File: src/rtl/timer_pkg.sv
// timer_pkg: shared state encoding, BCD limits and preset validation for the MM:SS timer
package timer_pkg;

    typedef enum logic [1:0] {IDLE, RUN, PAUSE, DONE} state_t;

    localparam logic [3:0] BCD_NIB_MAX  = 4'd9;
    localparam logic [3:0] SEC_TENS_MAX = 4'd5;
    localparam logic [7:0] SEC_WRAP     = 8'h59;

    function automatic logic bcd_valid(input logic [7:0] mm, input logic [7:0] ss);
        return (mm[7:4] <= BCD_NIB_MAX) && (mm[3:0] <= BCD_NIB_MAX) &&
               (ss[7:4] <= SEC_TENS_MAX) && (ss[3:0] <= BCD_NIB_MAX);
    endfunction

endpackage

File: src/rtl/sync_edge_det.sv
// sync_edge_det: multi-flop synchroniser followed by a registered one-cycle rising-edge pulse
module sync_edge_det #(
    parameter int STAGES = 2
) (
    input  logic clk,
    input  logic rst_n,
    input  logic d_i,
    output logic pulse_o
);

    logic [STAGES-1:0] sync_q;
    logic              prev_q;
    logic              pulse_q;

    // shift the async input through the chain, then pulse once per rising edge
    always_ff @(posedge clk or negedge rst_n) begin
        if (!rst_n) begin
            sync_q  <= '0;
            prev_q  <= 1'b0;
            pulse_q <= 1'b0;
        end else begin
            sync_q  <= {sync_q[STAGES-2:0], d_i};
            prev_q  <= sync_q[STAGES-1];
            pulse_q <= sync_q[STAGES-1] & ~prev_q;
        end
    end

    assign pulse_o = pulse_q;

endmodule

File: src/rtl/mmss_countdown.sv
// mmss_countdown: BCD MM:SS countdown timer driven by a synchronised 1 Hz square wave
// Optional feature: define MMSS_AUTORELOAD_EN to reload the preset and keep running at 00:00.
module mmss_countdown
    import timer_pkg::*;
#(
    parameter int SYNC_STAGES = 2
) (
    input  logic       mclk,
    input  logic       reset,
    input  logic       tick_in,
    input  logic       load,
    input  logic       start,
    input  logic       stop,
    input  logic [7:0] preset_mm,
    input  logic [7:0] preset_ss,
    output logic [7:0] min_bcd,
    output logic [7:0] sec_bcd,
    output logic       tick_en,
    output logic       running,
    output logic       done,
    output logic       expired,
    output logic       load_err
);

    state_t     state_q, state_d;
    logic [7:0] min_q, min_d, sec_q, sec_d;
    logic [7:0] pre_mm_q, pre_mm_d, pre_ss_q, pre_ss_d;
    logic       expired_q, expired_d, load_err_q, load_err_d;
    logic       running_q, done_q;
    logic       tick;
    logic [7:0] sec_dec, min_dec;
    logic       at_zero, at_one;
`ifdef MMSS_AUTORELOAD_EN
    logic       reload_q, reload_d;
`endif

    sync_edge_det #(.STAGES(SYNC_STAGES)) u_sync (
        .clk    (mclk),
        .rst_n  (reset),
        .d_i    (tick_in),
        .pulse_o(tick)
    );

    assign at_zero = {min_q, sec_q} == 16'h0000;
    assign at_one  = {min_q, sec_q} == 16'h0001;

    // per-nibble BCD decrement; minutes only borrow when seconds wrap from 00
    always_comb begin
        sec_dec = (sec_q == 8'h00) ? SEC_WRAP :
                  (sec_q[3:0] == 4'd0) ? {sec_q[7:4] - 4'd1, BCD_NIB_MAX} :
                  {sec_q[7:4], sec_q[3:0] - 4'd1};
        min_dec = (sec_q != 8'h00 || min_q == 8'h00) ? min_q :
                  (min_q[3:0] == 4'd0) ? {min_q[7:4] - 4'd1, BCD_NIB_MAX} :
                  {min_q[7:4], min_q[3:0] - 4'd1};
    end

    // next state: load beats stop beats start beats tick
    always_comb begin
        state_d    = state_q;
        min_d      = min_q;
        sec_d      = sec_q;
        pre_mm_d   = pre_mm_q;
        pre_ss_d   = pre_ss_q;
        expired_d  = 1'b0;
        load_err_d = 1'b0;
`ifdef MMSS_AUTORELOAD_EN
        reload_d   = 1'b0;
`endif
        if (load) begin
            if (bcd_valid(preset_mm, preset_ss)) begin
                pre_mm_d = preset_mm;
                pre_ss_d = preset_ss;
                min_d    = preset_mm;
                sec_d    = preset_ss;
                state_d  = IDLE;
            end else begin
                load_err_d = 1'b1;
            end
        end else begin
`ifdef MMSS_AUTORELOAD_EN
            if (reload_q) begin
                min_d = pre_mm_q;
                sec_d = pre_ss_q;
            end
`endif
            if (stop) begin
                if (state_q == RUN) state_d = PAUSE;
            end else if (start) begin
                if ((state_q == IDLE || state_q == PAUSE) && !at_zero) state_d = RUN;
`ifdef MMSS_AUTORELOAD_EN
            end else if (tick && state_q == RUN && !reload_q && !at_zero) begin
`else
            end else if (tick && state_q == RUN && !at_zero) begin
`endif
                min_d = min_dec;
                sec_d = sec_dec;
                if (at_one) begin
                    expired_d = 1'b1;
`ifdef MMSS_AUTORELOAD_EN
                    reload_d  = 1'b1;
`else
                    state_d   = DONE;
`endif
                end
            end
        end
    end

    // state, count, preset and registered status outputs
    always_ff @(posedge mclk or negedge reset) begin
        if (!reset) begin
            state_q    <= IDLE;
            min_q      <= 8'h00;
            sec_q      <= 8'h00;
            pre_mm_q   <= 8'h00;
            pre_ss_q   <= 8'h00;
            expired_q  <= 1'b0;
            load_err_q <= 1'b0;
            running_q  <= 1'b0;
            done_q     <= 1'b0;
`ifdef MMSS_AUTORELOAD_EN
            reload_q   <= 1'b0;
`endif
        end else begin
            state_q    <= state_d;
            min_q      <= min_d;
            sec_q      <= sec_d;
            pre_mm_q   <= pre_mm_d;
            pre_ss_q   <= pre_ss_d;
            expired_q  <= expired_d;
            load_err_q <= load_err_d;
            running_q  <= state_d == RUN;
            done_q     <= state_d == DONE;
`ifdef MMSS_AUTORELOAD_EN
            reload_q   <= reload_d;
`endif
        end
    end

    assign min_bcd  = min_q;
    assign sec_bcd  = sec_q;
    assign running  = running_q;
    assign tick_en  = running_q;
    assign done     = done_q;
    assign expired  = expired_q;
    assign load_err = load_err_q;

endmodule

File: config.mk
export PLATFORM = sky130hd
export DESIGN_NAME = mmss_countdown
export DESIGN_NICKNAME = d
export VERILOG_FILES = /design/src/rtl/timer_pkg.sv /design/src/rtl/sync_edge_det.sv /design/src/rtl/mmss_countdown.sv
export SDC_FILE = /design/constraint.sdc
export NUM_CORES = 1
export LEC_CHECK = 0
export ABC_AREA = 1
export CORE_ASPECT_RATIO = 0.8
export CORE_MARGIN = 2
export CORE_UTILIZATION = 48
export DETAILED_ROUTE_END_ITERATION = 8
export PLACE_DENSITY = 0.79
export SLEW_MARGIN = 25
export SYNTH_ARGS = -nofsm -noshare
export SYNTH_HDL_FRONTEND = slang
export SYNTH_SLANG_ARGS = --single-unit
File: constraint.sdc
create_clock -name mclk -period 2.2 [get_ports mclk]
set_clock_uncertainty 0.15 [all_clocks]
set_input_delay 0.33 -clock mclk [delete_from_list [all_inputs] [get_ports mclk]]
set_output_delay 0.33 -clock mclk [all_outputs]
set_load 0.05 [all_outputs]
## Yosys cells after proc, flatten, opt, wreduce, memory -nomap -nowiden

Cells that the tools add are included.

| word-level totals | value |
|---|---|
| register bits after elaboration | 26 |
| input port bits | 22 |

| cells by class | value |
|---|---|
| add/subtract/negate cells | 4 |
| equality and inequality tests | 9 |
| $lt $le $gt $ge | 4 |
| reduce and logical (&&, ||, !) cells | 23 |
| bitwise gates (word level) | 2 |
| multiplexer cells | 29 |

Operators by type and width:

| operator | number |
|---|---|
| 8-bit 2-to-1 mux | 14 |
| 16-bit by 1-bit equality test with 1-bit output (second input constant) | 1 |
| 16-bit zero test | 1 |
| 8-bit zero test | 2 |
| 2-bit 2-to-1 mux | 8 |
| 4-bit by 1-bit subtractor with 4-bit output (second input constant) | 4 |
| 4-bit less-or-equal comparator (second input constant) | 3 |
| 5-bit AND reduction | 2 |
| 4-bit zero test | 2 |
| 8-bit nonzero test | 1 |
| 1-bit 2-to-1 mux | 7 |
| 1-bit logical AND | 6 |
| 2-bit inequality test (second input constant) | 3 |
| 6-bit AND reduction | 1 |
| 2-bit by 1-bit equality test with 1-bit output (second input constant) | 2 |
| 2-bit equality test (second input constant) | 2 |
| 4-bit by 3-bit less-or-equal comparator with 1-bit output (second input constant) | 1 |
| 4-bit AND reduction | 1 |
| 2-bit nonzero test | 2 |
| 3-bit nonzero test | 1 |
| 2-bit zero test | 1 |
| 1-bit logical OR | 2 |
| 2-bit by 1-bit inequality test with 1-bit output (second input constant) | 1 |
| 1-bit AND | 1 |
| 2 further kinds | 2 |

## Logic depth before layout (Yosys ltp)

Gate-level depths: netlist of the first run.

| logic depth | value |
|---|---|
| word-level depth | 8 |
| mapped depth | 12 |

## Hierarchy

A second synthesis of the first run with hierarchy kept.

| second synthesis, totals | value |
|---|---|
| cell total of the unflattened synthesis | 225 |
| area, all modules | 1670.4 um^2 |

Modules (own cells, without submodules):

| module | cells an instance | area each (um^2) | seq. area each (um^2) | instances |
|---|---|---|---|---|
| mmss_countdown | 219 | 1560.2 | 550.5 | 1 |
| sync_edge_det | 6 | 110.1 | 100.1 | 1 |

## Worst setup path before layout of the first run

OpenSTA, ideal clock, no wires.

| timing | value |
|---|---|
| path kind | flip-flop to flip-flop |
| start | register sec_q[0], in the netlist sec_bcd[0] |
| end | register sec_q[2], in the netlist sec_bcd[2] |
| setup slack | 0.223 ns |
| stages on the path, launching flop included | 13 |
| period minus slack after synthesis | 1.977 ns |
| setup time | 0.120 ns |
| arrival | 1.707 ns |
| path through | dfrtp_1 -> inv_1 -> ha_1 -> nand2_2 -> nor2_2 -> nand2_2 -> nand2_4 -> nand2_4 -> nand2_8 -> inv_4 -> nand2_4 -> nand2_1 -> nand2_1 |

| between the ends | value |
|---|---|
| word-level cells in the longest chain between the ends | 7 |

Ends and longest elaborated chain:

| item | RTL line | text |
|---|---|---|
| from (decl) | mmss_countdown.sv:26 | `logic [7:0] min_q, min_d, sec_q, sec_d;` |
| from (signal assigned) | mmss_countdown.sv:114 | `sec_q <= 8'h00;` |
| from (signal assigned) | mmss_countdown.sv:127 | `sec_q <= sec_d;` |
| 4-bit by 1-bit subtractor with 4-bit output or 4-bit zero test (tied branches) | mmss_countdown.sv:51, mmss_countdown.sv:50 |  |
| 8-bit 2-to-1 mux | mmss_countdown.sv:50 | `(sec_q[3:0] == 4'd0) ? {sec_q[7:4] - 4'd1, BCD_NIB_MAX} :` |
| 8-bit 2-to-1 mux | mmss_countdown.sv:49 | `sec_dec = (sec_q == 8'h00) ? SEC_WRAP :` |
| 8-bit 2-to-1 mux | mmss_countdown.sv:93 | `end else if (tick && state_q == RUN && !at_zero) begin` |
| 8-bit 2-to-1 mux | mmss_countdown.sv:88 | `end else if (start) begin` |
| 8-bit 2-to-1 mux | mmss_countdown.sv:86 | `if (stop) begin` |
| 8-bit 2-to-1 mux | mmss_countdown.sv:69 | `if (load) begin` |

Parallel ways exist; a longest one is shown, timed or not. The select of a mux whose other input is x is not followed.
A chain may end at the register's enable or synchronous reset.

## Worst setup path after layout of the first run

| timing | value |
|---|---|
| start | register sec_q[2], in the netlist sec_bcd[2] |
| end | output port sec_bcd[2] |

RTL lines:

| item | RTL line | text |
|---|---|---|
| to (decl) | mmss_countdown.sv:17 | `output logic [7:0] sec_bcd,` |

No word-level cell between the ends.

==> flow_metrics.tcl, run 1 <==
set metrics [dict create \
    slew_violations 0 \
    drtIter0Drc 117 \
    combinationalPowerShare_pct 56.0 \
    cts_root_buf "clkbuf_8" \
    numCtsBuffers 3 \
    post-route-period-util_pct 93.27 \
    crit_fanout 5 \
    cts_setup_buffers 0 \
    met3RoutedLength_um 197 \
    p_clk_share_pct 11.6 \
    critPathMaxStageDelay_ns 0.84 \
    hold_buffers 0 \
    htreeDepth 1 \
    nets 292 \
    synthMuxAreaShare_pct 0 \
    cp_num_buf_inv 1 \
    yosys_warnings 0 \
    slew_headroom_pct 66.46 \
    track_usage_pct 21.53 \
    fin_crit_ns 2.052 \
    drive_above_1_share_pct 8.745 \
    die_w_um 69.24 \
    grt_antenna_before_repair 0 \
    place_congestion 0.8721 \
    wl_um 3772 \
    ys_seq_elements 26 \
    intPower_mw 1.176 \
    postRouteAntennaNets 0 \
    cts_tree "built" \
    cts_resized 0 \
    dpl.hpwl_um 2974 \
    ios 43 \
    start_util_pct 51.46 \
    vias 1562 \
    rows 18 \
    cp-end-kind "output pin" \
    syn_nets 245 \
    synth_fa_ha_area_share_pct 3.828 \
    drt-met1-wl_um 1825 \
    switching_power_mw 1.103 \
    vdd_drop_max_v 0.0005511 \
    rsz0062_at_grt "false" \
    grt_pass1_wl_um 6727 \
    syn_area_um2 1634 \
    max_freq_ghz 0.4874 \
    yosysUniqueCellTypes 29 \
    seq_power_share_pct 32.4 \
    synth_top_family_by_area "simple AND/OR/NAND/NOR gates" \
    area_delta_synth_final_pct 31.70 \
    startpoint_type "flop" \
    drt_pass1_iterations 4 \
    routedWlPerCell_um 12.45 \
    highest_layer "met4" \
    setup-tns-final_ns 0 \
    place_area_um2 2111 \
    wl_met2_um 1696 \
    hp-class "reg2reg" \
    synth-simple-area-share_pct 35.15 \
    worstPathRequired_ns 1.72 \
    switching_share_pct 48.38 \
    num_antenna_cells 0 \
    clk_pin_slew_ns 0.08 \
    synth_compound_area_share_pct 10.18 \
    fillers 292 \
    synth_xor_xnor_area_share_pct 3.216 \
    crit_path_cell_trace "clkdlybuf4s50_1" \
    via_per_inst 5.155 \
    tightest_slew_ns 0.5015 \
    dieArea_um2 3890 \
    crit_arrival_ns 1.57 \
    syn_inst 218 \
    fin_area_um2 2152 \
    ys_seq_area_share_pct 39.82 \
    crit_slowest_cell "clkdlybuf4s50_1" \
    outcome "complete, no violations" \
    fp.coreArea_um2 3176 \
    finalHoldViolations 0 \
    power_density_nw_per_um2 1059 \
    critPathKind "reg2out" \
    p_leak_nw 1.058 \
    gr-total-overflow 0 \
    maxCapViolCount 0 \
    grt_pass1_vias 1494 \
    grt_max_degree 27 \
    remaining_drc_errors 0 \
    clkLatencyLatePin_ns 0.27 \
    clk_path_buf_depth 2 \
    dieHeight_um 56.19 \
    setup_violations 0 \
    critPathTopFamily "buffers and inverters" \
    avgSynthCellArea_um2 7.496 \
    cts.sinks 26 \
    io_buffers 42 \
]
cell usage after synthesis:
library cell   n  share of area, %
xor2_1         2               1.1
nor2_2         3               1.1
buf_4          2              0.92
nor3_1         2              0.61
nand4_1        8               3.1
buf_2          1              0.31
ha_1           5               3.8
a21oi_1        7               2.1
o21ai_1        4               1.2
o31ai_1        1              0.46
o21ai_0       15               4.6
nor2_8         1               1.2
xnor2_1        4               2.1
nor3b_2        1              0.77
nor2_1        17               3.9
nor2_4         1              0.69
o22ai_1        2              0.77
dfrtp_1       26                40
nand2_8        1               1.2
nand3_1       15               4.6
nand2_4        3               2.1
inv_2          2              0.46
nand2_1       64                15
o22a_1         1              0.54
clkbuf_1       1              0.23
inv_4          1              0.38
nand2_2        3               1.1
inv_1         24               5.5
o21bai_1       1              0.46
layout make-up:
class	instances	area, um^2	share of cell area, %
Multi-Input combinational cell	161	855.8	39.77
Inverter	27	103.9	4.826
Timing Repair Buffer	46	450.4	20.93
Clock buffer	3	41.29	1.919
Sequential cell	26	650.6	30.23
Tap cell	40	50.05	2.326
cells by family (layout without fill, tap and decap cells):
family	after synthesis	count (layout)
and+or+nand+nor	119	119
DFF	26	26
buffers and inverters	31	76
adders and majority gates	5	5
AOI/OAI and AO/OA	31	31
xor gates and xnor gates	6	6
power by group through the flow:
stage                     logic, mW  registers (mW)  clock network [mW]
after floorplan               0.517            1.10                   0
after global placement         1.25           0.749                   0
after detailed placement       1.27           0.749                   0
after CTS                      1.28           0.739               0.273
after global routing           1.38           0.763               0.297
final                          1.28           0.738               0.265
placed cells by master (no fill, tap or decap), drive strengths merged, types with 3 or more instances in the layout:
cell | Yosys | final
dfrtp | 26 | 26
a21oi | 7 | 7
nand3 | 15 | 15
clkbuf | 1 | 3
buf | 3 | 4
ha | 5 | 5
inv | 27 | 27
nand4 | 8 | 8
xnor2 | 4 | 4
o21ai | 19 | 19
clkdlybuf4s50 | 0 | 42
nand2 | 71 | 71
nor2 | 22 | 22
path summary, 6_finish.rpt:
kind | start | endpoint | slack, ns | cells after the start
setup / recovery | sec_bcd[2]$_DFFE_PN0P_ | sec_bcd[2] | 0.15 | 1
hold / removal | u_sync.sync_q[0]$_DFF_PN0_ | u_sync.sync_q[1]$_DFF_PN0_ | 0.21 | 0
min in group asynchronous | reset | min_bcd[5]$_DFFE_PN0P_ | 0.27 | 2
hold reg to reg | u_sync.sync_q[0]$_DFF_PN0_ | u_sync.sync_q[1]$_DFF_PN0_ | 0.21 | 0
setup reg to reg | sec_bcd[0]$_DFFE_PN0P_ | sec_bcd[5]$_DFFE_PN0P_ | 0.32 | 9
max in group asynchronous | reset | min_bcd[3]$_DFFE_PN0P_ | 1.38 | 2
per-stage QoR:
step	hold slack, ns	util, %	instances	worst slack, ns	total power [mW]
after floorplan	-0.1156	-	218	0.2230	1.620
after global placement	0.1835	66.47	300	0.1622	2.002
after detailed placement	0.1926	66.47	300	0.1277	2.023
after CTS	0.2121	67.77	303	0.1386	2.294
after global routing	0.2247	67.77	303	0.09218	2.442
final	0.2096	67.77	303	0.1481	2.279
state kept, by name (all words and copies together), names as in the netlist:
| register | count |
|---|---|
| u_sync.prev_q | 1 |
| done | 1 |
| state_q | 2 |
| load_err | 1 |
| min_bcd | 8 |
| u_sync.pulse_o | 1 |
| expired | 1 |
| running | 1 |
| u_sync.sync_q | 2 |
| sec_bcd | 8 |
routing by layer:
| layer | global-route usage (%) | up-vias |
|---|---|---|
| met5 | 0 | - |
| met4 | 5.602 | 0 |
| met3 | 5.072 | 7 |
| met2 | 33.65 | 46 |
| met1 | 30.09 | 717 |
| li1 | - | 792 |
Power figures use the tool's default switching activity.
==> run 2, diff against run 1 <==
CORE_UTILIZATION = 43   (was 48)
DONT_BUFFER_PORTS = 1   (was unset)
PLACE_DENSITY = 0.61   (was 0.79)
==> run 2 against run 1 <==
  * Clock-buffer cell count is the same
  * Global-route usage shrank 3.7 points
  * Cell count shrank 7.3%
  * Setup slack gained 0.31 ns
  * Worst hold slack lost 0.083 ns
  * Non-clock buffer count shrank 26
  * Sequential power shrank 7.6%
  * Via count shrank 7.7%
  * Utilization shrank 18 points
  * Combinational power shrank 4%
  * Largest cell class unchanged
==> flow_metrics.tcl, run 2 (synthesized netlist as in run 1, its figures left out) <==
set metrics [dict create \
    r2r_slack_ns 0.46 \
    postRouteAntennaNets 0 \
    grt_max_degree 27 \
    intPower_mw 1.094 \
    routedWlPerCell_um 13.11 \
    wl_um 3683 \
    setup-tns-final_ns 0 \
    critPathMaxStageDelay_ns 0.39 \
    crit_fanout 5 \
    cts_setup_buffers 0 \
    combinationalPowerShare_pct 56.6 \
    clk_pin_slew_ns 0.09 \
    drt_pass1_iterations 4 \
    finalHoldViolations 0 \
    switching_power_mw 1.087 \
    critPathKind "reg2reg" \
    seq_area_um2 650.6 \
    drtIter0Drc 76 \
    fp.coreArea_um2 3729 \
    hold_buffers 3 \
    slew_violations 0 \
    total_power_mw 2.181 \
    maxCapViolCount 0 \
    io_buffers 0 \
    htreeDepth 1 \
    crit_arrival_ns 1.75 \
    nets 266 \
    p_clk_share_pct 12.2 \
    worstPathRequired_ns 2.21 \
    grt_antenna_before_repair 0 \
    fillers 366 \
    hp-class "in2reg" \
    num_antenna_cells 0 \
    cts_resized 0 \
    clkLatencyLatePin_ns 0.27 \
    area_delta_synth_final_pct 14.70 \
    remaining_drc_errors 0 \
    seq_power_share_pct 31.3 \
    max_freq_ghz 0.5744 \
    dieHeight_um 59.14 \
    rsz0062_at_grt "false" \
    numCtsBuffers 3 \
    gr-total-overflow 0 \
    dieArea_um2 4312 \
    startpoint_type "flop" \
    dpl.hpwl_um 2866 \
    cts_tree "built" \
    r2r_start "sec_bcd[4]$_DFFE_PN0P_" \
    layout_common_cells "nand2_1 (64), dfrtp_1 (26), inv_1 (24)" \
    cts_root_buf "clkbuf_8" \
    via_per_inst 5.132 \
    vias 1442 \
    slew_headroom_pct 62.00 \
    switching_share_pct 49.85 \
    cp-end-kind "flop" \
    min_from "load" \
    setup_violations 0 \
    outcome "complete, no violations" \
    track_usage_pct 17.82 \
    grt_pass1_vias 1330 \
    final_common_cell "nand2_1" \
    crit_path_start "sec_bcd[4]$_DFFE_PN0P_" \
    fin_crit_ns 1.741 \
    die_w_um 72.92 \
    tightest_slew_ns 0.5662 \
    post-route-period-util_pct 79.13 \
    ios 43 \
    place_congestion 0.8602 \
    start_util_pct 43.83 \
    crit_path_cell_trace "inv_1, ha_1, nand2_2, nor2_2, nand2_2, nand2_4, nand2_4, nand2_8, inv_4, nand3_1, nand2_1" \
    crit_slowest_cell "dfrtp_1" \
    grt_pass1_wl_um 5954 \
    multi_input_area_um2 855.8 \
    drive_above_1_share_pct 15.61 \
    rows 20 \
    clk_path_buf_depth 2 \
    power_density_nw_per_um2 1164 \
    p_leak_nw 0.9833 \
    vdd_drop_max_v 0.0005335 \
    cts.sinks 26 \
]
run 2: cell types whose count changed in the layout (fill, tap and decap cells not counted):
cell             delta
buf_4              +13
dlygate4sd3_1       +2
buf_12              +1
clkdlybuf4s50_1    -42
run 2: critical path, delay by kind of cell, from the launching register on:
kind                       cells  cell delay, ns
and+or+nand+nor                8            0.74
DFF                            1            0.39
adders and majority gates      1            0.20
buffers and inverters          2            0.14
run 2: final cells by class:
type | instances | area share (%)
multi-input combinational | 161 | 45.66
sequential | 26 | 34.71
timing repair buffer | 20 | 8.945
inverter | 27 | 5.541
tap | 44 | 2.937
clock buffer | 3 | 2.203
run 2: power groups by stage:
stage               Combinational, mW  Clock (mW)  Sequential (mW)
floorplan                       0.517           0             1.10
global placement                 1.22           0            0.688
detailed placement               1.22           0            0.691
CTS                              1.24       0.279            0.682
global route                     1.35       0.294            0.698
finish                           1.23       0.265            0.682
run 2: through the flow:
| step | instances | util, % | cell area (um^2) | hold slack [ns] | setup WS (ns) |
|---|---|---|---|---|---|
| final | 281 | 50.27 | 1874 | 0.1263 | 0.4592 |
| after global routing | 281 | 50.27 | 1874 | 0.1285 | 0.2911 |
| after CTS | 281 | 50.27 | 1874 | 0.1202 | 0.4639 |
| after detailed placement | 275 | 48.09 | 1793 | -0.1150 | 0.4818 |
| after global placement | 275 | 48.09 | 1793 | -0.1149 | 0.4925 |
| after floorplan | 218 | - | 1634 | -0.1156 | 0.2230 |
run 2: routing by layer:
layer | wire [um] | share of wire [%] | vias to the layer above | global-route usage (%)
met3 | 267 | 7.2 | 0 | 6.463
li1 | - | - | 740 | -
met4 | 0 | 0 | 0 | 2.381
met5 | 0 | 0 | - | 0
met2 | 1617 | 44 | 46 | 28.05
met1 | 1797 | 49 | 656 | 24.31
run 2: path summary, 6_finish.rpt:
path / endpoint / cells past startpoint
worst max-delay path: sec_bcd[1]$_DFFE_PN0P_ / 11
worst max register to register: sec_bcd[1]$_DFFE_PN0P_ / 11
max in group asynchronous: sec_bcd[0]$_DFFE_PN0P_ / 2
min in group asynchronous: min_bcd[6]$_DFFE_PN0P_ / 2
worst min register to register: u_sync.sync_q[1]$_DFF_PN0_ / 0
worst min-delay path: done$_DFF_PN0_ / 3
